--- src/rtl/l1d_plru_pkg.sv ---
// Shared types and helpers for the tree-PLRU replacement controller.
package l1d_plru_pkg;

  typedef enum logic [1:0] {
    ST_IDLE = 2'd0,
    ST_CALC = 2'd1,
    ST_RESP = 2'd2
  } fsm_state_e;

  typedef enum logic [1:0] {
    UPD_NONE  = 2'd0,
    UPD_TOUCH = 2'd1,
    UPD_VICT  = 2'd2,
    UPD_BOTH  = 2'd3
  } upd_mode_e;

  // Index (1-based) of the tree node visited at level lvl on the path to way.
  function automatic int unsigned node_idx(input int unsigned way,
                                           input int unsigned lvl,
                                           input int unsigned way_w);
    return (32'd1 << lvl) | (way >> (way_w - lvl));
  endfunction

endpackage

--- src/rtl/lru_tree_update.sv ---
// Combinational tree-PLRU update: victim walk with path flip, then touch rule.
module lru_tree_update
  import l1d_plru_pkg::*;
#(
  parameter  int NWAY   = 8,
  localparam int WAY_W  = $clog2(NWAY),
  localparam int LRU_W  = NWAY - 1,
  localparam int NODE_W = WAY_W + 1
) (
  input  logic [LRU_W-1:0] vec_i,
  input  logic [WAY_W-1:0] touch_way_i,
  input  upd_mode_e        mode_i,
  output logic [LRU_W-1:0] vec_o,
  output logic [WAY_W-1:0] vict_way_o
);

  logic [NODE_W-1:0] node;
  logic              bit_v;
  logic              do_vict;
  logic              do_touch;

  assign do_vict  = (mode_i == UPD_VICT)  || (mode_i == UPD_BOTH);
  assign do_touch = (mode_i == UPD_TOUCH) || (mode_i == UPD_BOTH);

  always_comb begin
    vec_o      = vec_i;
    vict_way_o = '0;
    node       = NODE_W'(1);
    bit_v      = 1'b0;
    // Victim walk always reads the incoming vector so a touch never steers it.
    for (int lvl = 0; lvl < WAY_W; lvl++) begin
      bit_v                     = vec_i[node[WAY_W-1:0] - 1'b1];
      vict_way_o[WAY_W-1-lvl]   = bit_v;
      if (do_vict) begin
        vec_o[node[WAY_W-1:0] - 1'b1] = ~bit_v;
      end
      node = {node[WAY_W-1:0], bit_v};
    end
    if (do_touch) begin
      for (int lvl = 0; lvl < WAY_W; lvl++) begin
        node = NODE_W'(node_idx(32'(touch_way_i), 32'(lvl), 32'(WAY_W)));
        vec_o[node[WAY_W-1:0] - 1'b1] = ~touch_way_i[WAY_W-1-lvl];
      end
    end
  end

endmodule

--- src/rtl/lru_repl_ctrl.sv ---
// Tree-PLRU replacement controller: per-set PLRU vectors, touch updates and a
// victim request/response FSM. Define LRU_REPL_PERF_CNT_EN to add perf counters.
module lru_repl_ctrl
  import l1d_plru_pkg::*;
#(
  parameter  int NSET  = 64,
  parameter  int NWAY  = 8,
  localparam int SET_W = $clog2(NSET),
  localparam int WAY_W = $clog2(NWAY),
  localparam int LRU_W = NWAY - 1
) (
  input  logic             clk,
  input  logic             rst,
  input  logic             touch_vld_i,
  input  logic [SET_W-1:0] touch_set_i,
  input  logic [WAY_W-1:0] touch_way_i,
  input  logic             vict_req_vld_i,
  output logic             vict_req_rdy_o,
  input  logic [SET_W-1:0] vict_req_set_i,
  output logic             vict_resp_vld_o,
  input  logic             vict_resp_rdy_i,
  output logic [SET_W-1:0] vict_resp_set_o,
  output logic [WAY_W-1:0] vict_resp_way_o
`ifdef LRU_REPL_PERF_CNT_EN
  ,
  output logic [31:0]      perf_touch_cnt_o,
  output logic [31:0]      perf_vict_cnt_o
`endif
);

  fsm_state_e       state_q, state_d;
  logic [SET_W-1:0] set_q, set_d;
  logic [WAY_W-1:0] way_q, way_d;
  logic [LRU_W-1:0] plru_q [NSET];
  logic [LRU_W-1:0] plru_d [NSET];

  logic             req_rdy;
  logic             resp_vld;
  logic             calc_hit;
  upd_mode_e        vict_mode;
  logic [LRU_W-1:0] calc_vec;
  logic [WAY_W-1:0] vict_way;
  logic [LRU_W-1:0] touch_vec;
  logic [WAY_W-1:0] unused_touch_way;

  assign calc_hit = (state_q == ST_CALC) && touch_vld_i && (touch_set_i == set_q);

  lru_tree_update #(.NWAY(NWAY)) u_calc (
    .vec_i       (plru_q[set_q]),
    .touch_way_i (touch_way_i),
    .mode_i      (vict_mode),
    .vec_o       (calc_vec),
    .vict_way_o  (vict_way)
  );

  lru_tree_update #(.NWAY(NWAY)) u_touch (
    .vec_i       (plru_q[touch_set_i]),
    .touch_way_i (touch_way_i),
    .mode_i      (touch_vld_i ? UPD_TOUCH : UPD_NONE),
    .vec_o       (touch_vec),
    .vict_way_o  (unused_touch_way)
  );

  always_comb begin
    state_d   = state_q;
    set_d     = set_q;
    way_d     = way_q;
    req_rdy   = 1'b0;
    resp_vld  = 1'b0;
    vict_mode = UPD_NONE;
    case (state_q)
      ST_IDLE: begin
        req_rdy = 1'b1;
        if (vict_req_vld_i) begin
          set_d   = vict_req_set_i;
          state_d = ST_CALC;
        end
      end
      ST_CALC: begin
        vict_mode = calc_hit ? UPD_BOTH : UPD_VICT;
        way_d     = vict_way;
        state_d   = ST_RESP;
      end
      ST_RESP: begin
        resp_vld = 1'b1;
        if (vict_resp_rdy_i) begin
          state_d = ST_IDLE;
        end
      end
      default: state_d = ST_IDLE;
    endcase
  end

  // A same-set touch in CALC is already folded into calc_vec.
  always_comb begin
    plru_d = plru_q;
    if (state_q == ST_CALC) begin
      plru_d[set_q] = calc_vec;
    end
    if (touch_vld_i && !calc_hit) begin
      plru_d[touch_set_i] = touch_vec;
    end
  end

  always_ff @(posedge clk) begin
    if (rst) begin
      state_q <= ST_IDLE;
      set_q   <= '0;
      way_q   <= '0;
      plru_q  <= '{default: '0};
    end else begin
      state_q <= state_d;
      set_q   <= set_d;
      way_q   <= way_d;
      plru_q  <= plru_d;
    end
  end

  assign vict_req_rdy_o  = req_rdy & ~rst;
  assign vict_resp_vld_o = resp_vld & ~rst;
  assign vict_resp_set_o = rst ? '0 : set_q;
  assign vict_resp_way_o = rst ? '0 : way_q;

`ifdef LRU_REPL_PERF_CNT_EN
  logic [31:0] perf_touch_q, perf_touch_d;
  logic [31:0] perf_vict_q, perf_vict_d;

  always_comb begin
    perf_touch_d = perf_touch_q + (touch_vld_i ? 32'd1 : 32'd0);
    perf_vict_d  = perf_vict_q + ((resp_vld && vict_resp_rdy_i) ? 32'd1 : 32'd0);
  end

  always_ff @(posedge clk) begin
    if (rst) begin
      perf_touch_q <= '0;
      perf_vict_q  <= '0;
    end else begin
      perf_touch_q <= perf_touch_d;
      perf_vict_q  <= perf_vict_d;
    end
  end

  assign perf_touch_cnt_o = perf_touch_q;
  assign perf_vict_cnt_o  = perf_vict_q;
`endif

endmodule
--- config.mk ---
export PLATFORM = sky130hd
export DESIGN_NAME = lru_repl_ctrl
export DESIGN_NICKNAME = d
export VERILOG_FILES = /design/src/rtl/l1d_plru_pkg.sv /design/src/rtl/lru_tree_update.sv /design/src/rtl/lru_repl_ctrl.sv
export SDC_FILE = /design/constraint.sdc
export NUM_CORES = 2
export LEC_CHECK = 0
export BUFFER_PORTS_ARGS = -buffer_cell sky130_fd_sc_hd__buf_2
export CAP_MARGIN = 10
export CORE_AREA = 3 3 303 245
export DETAILED_ROUTE_END_ITERATION = 16
export DIE_AREA = 0 0 306 248
export PLACE_DENSITY = 0.62
export SKIP_CTS_REPAIR_TIMING = 1
export SYNTH_ARGS = -nofsm -noshare
export SYNTH_HDL_FRONTEND = slang
export SYNTH_SLANG_ARGS = --single-unit
--- constraint.sdc ---
create_clock -name clk -period 9.9 [get_ports clk]
set_input_delay 1.485 -clock clk [delete_from_list [all_inputs] [get_ports clk]]
set_output_delay 1.485 -clock clk [all_outputs]
set_load 0.01 [all_outputs]
==> results.json <==
{
  "outcome": "finished clean",
  "worst_hold_slack_ps": 517,
  "r2r-start": "set_q[0]",
  "yosysMostFrequentCell": "nand2_1",
  "setup_tns_ps": 0,
  "cts.sinks": 459,
  "worst-path-stages": 11,
  "antenna_found_initial": 13,
  "power.leakage_nw": 9.08,
  "r2r-end": "plru_q[358]",
  "synth-edff-count": 0,
  "drt-initial-drc-count": 6177,
  "path_cells": "buf_4 > nor2b_2 > a221oi_1 > a22oi_1 > o211ai_1 > nor4_4 > xnor2_1 > o21ai_4 > buf_4 > nor2_1 > a2111oi_0",
  "critical_path.startpoint": "set_q[0]",
  "viasPerCell": 7.41,
  "dpl.hpwl_um": 96500,
  "ir_drop_mv": 0.129,
  "rsz0062_at_grt": "false",
  "grt_usage_pct": 37.7,
  "cp-end-kind": "flip-flop",
  "ioPinCount": 31,
  "crit_path_frequent_cell": "buf_4",
  "worst_clock_skew_ps": 28.4,
  "cts_buffers": 49,
  "dr.pass1.iters": 10,
  "final_layout_size_suffix_gt1_share_pct": 11.7,
  "insertion_delay_ps": 640,
  "ys_seq_area_share_pct": 32.2,
  "yosysTopAreaCell": "dfxtp_1",
  "dp.cells": 4187,
  "hold_class": "flip-flop to flip-flop",
  "grt_pass1_vias": 27944,
  "cts-root-buf": "clkbuf_16",
  "syn-num-nets": 3496,
  "cpLargestDelayFamily": "compound AO/OA/AOI/OAI gates",
  "gp_congestion": 1.09,
  "crit_slowest_cell": "nor2b_2",
  "synthFlopType": "dfxtp_1",
  "fillCellCount": 7044,
  "reg2reg_depth": 11,
  "period_share_pct": 63.3,
  "arrival_ps": 6760,
  "crit_path_end": "plru_q[358]",
  "instances_no_fill": 4283,
  "ant_nets": 0,
  "htree_levels": 2,
  "wirelength_um": 149000,
  "grt_max_degree": 93,
  "fin_crit_ps": 6270,
  "globalRouteOverflowTotal": 0,
  "cp.required_ps": 10390,
  "yosys-top-cells-area": "dfxtp_1 (32%), nand2_1 (6.3%), mux4_2 (5.6%), mux2i_1 (5.2%), nor2_1 (5.0%)",
  "async_flop_share_pct": 0,
  "cap_violations": 0,
  "synth.distinct_cells": 82,
  "tightest_slew_ps": 1450,
  "cts_tree": "done",
  "syn_avg_cell_area_sq_um": 8.22,
  "slew_viol_final": 0,
  "regToRegSetupSlack_ps": 3630,
  "grt_pass1_wl_um": 210000,
  "core_sq_um": 71700,
  "start_util_pct": 39.8,
  "portBuffers": 30,
  "critPathLaunchType": "flip-flop",
  "vias": 31719,
  "worstSetupPathType": "flip-flop to flip-flop",
  "power_density_nw_per_um2": 145,
  "die_w_um": 306,
  "dieHeight_um": 248,
  "worstPathBufferInverterCount": 2,
  "dieArea_sq_um": 75900,
  "clk_path_buf_depth": 3,
  "synth.top_cells.by_count": "nand2_1 (477), dfxtp_1 (459), nor2_1 (383), a21oi_1 (225), clkbuf_1 (210)",
  "yosys_warnings": 0,
  "hold_violations": 0,
  "yosys.area.top_type_share_pct": 32.2,
  "setup_ws_ps": 3630,
  "synth-seq-cells": 459,
  "crit_fanout": 36,
  "syn_area_sq_um": 28500,
  "area_growth_pct": 7.56,
  "placement_rows": 88,
  "synth_cells": 3471,
  "timing.fmax_mhz": 160,
  "cpPeakStageDelay_ps": 970,
  "nets": 3319,
  "power_mw": 4.45,
  "pre_cts_ws_ps": 3830,
  "wl_per_cell_um": 34.7,
  "setup_viol": 0,
  "drc": 0,
  "max_slew_margin_pct": 2.95,
  "path_clk_slew_ps": 60
}
## worst min path at each step
| stage | end | startpoint | slack, ps | depth (start not counted) |
|---|---|---|---|---|
| after floorplan | way_q[1] | way_q[1] | 450 | 2 |
| after global placement | way_q[1] | way_q[1] | 490 | 2 |
| after detailed placement | way_q[1] | way_q[1] | 500 | 2 |
| after CTS | way_q[2] | way_q[2] | 520 | 2 |
| after global routing | way_q[1] | way_q[1] | 550 | 2 |
| final | way_q[1] | way_q[1] | 520 | 2 |
## worst register-to-register path, stage by stage (launching register included)
cell	delay (ps)
dfxtp_4	610
buf_4	610
nor2b_2	990
a221oi_1	450
a22oi_1	420
o211ai_1	230
nor4_4	660
xnor2_1	290
o21ai_4	650
buf_4	630
nor2_1	190
a2111oi_0	420
## cells by family after synthesis
kind of cell	count (synthesis)	share of synthesized area, %
compound gates	1250	31.9
xor+xnor	9	0.276
fa+ha+maj	5	0.219
buf+inv	341	5.29
flops	459	32.2
mux	266	12.7
simple gates	1141	17.4
## layout make-up
type                            count  area [sq um]  area share [%]
Multi-Input combinational cell   2671         18000            58.6
Sequential cell                   459          9200            30.0
Clock buffer                       74          1420            4.63
Tap cell                          945          1180            3.86
Timing Repair Buffer              101           728            2.37
Clock inverter                     11          95.1           0.310
Inverter                           12          46.3           0.151
Antenna cell                       10          25.0          0.0816
## through the flow
step | instance area (sq um) | utilization, %
final | 30700 | 42.8
after CTS | 30600 | 42.7
after detailed placement | 29100 | 40.6
after global placement | 29100 | 40.6
after global routing | 30600 | 42.8
after floorplan | 28500 | -
## routing by layer
layer	vias to the layer above	track usage (%)	part of all wire [%]
met3	714	17.6	17
li1	12945	-	-
met2	2896	49.8	37
met5	-	0.629	0.020
met1	15160	50.2	38
met4	4	20.1	6.9
## where the power goes
group	total, mW	switching [mW]	internal [mW]	leakage, nW
sequential	1.90	0.0335	1.86	3.70
clock	1.85	0.841	1.01	0.749
combinational	0.700	0.558	0.142	4.63
## sequential cells by signal, indices dropped and copies added (netlist names)
signal   flops
state_q      2
way_q        3
plru_q     448
set_q        6
## cells in the final DEF (no fill, tap or decap), types with 26 or more instances in the layout
cell,count
nor2b_1,26
o22ai_1,81
nor3_1,101
dfxtp_1,456
o31ai_1,99
a221oi_1,134
buf_4,69
a2111oi_2,41
clkbuf_16,49
mux4_2,71
a21oi_1,224
mux2_2,44
a22oi_1,111
buf_2,28
a211oi_1,191
o211ai_1,109
nand2_1,474
nor2_1,379
o21ai_0,118
mux2i_1,149
(Power assumes the default switching activity.)
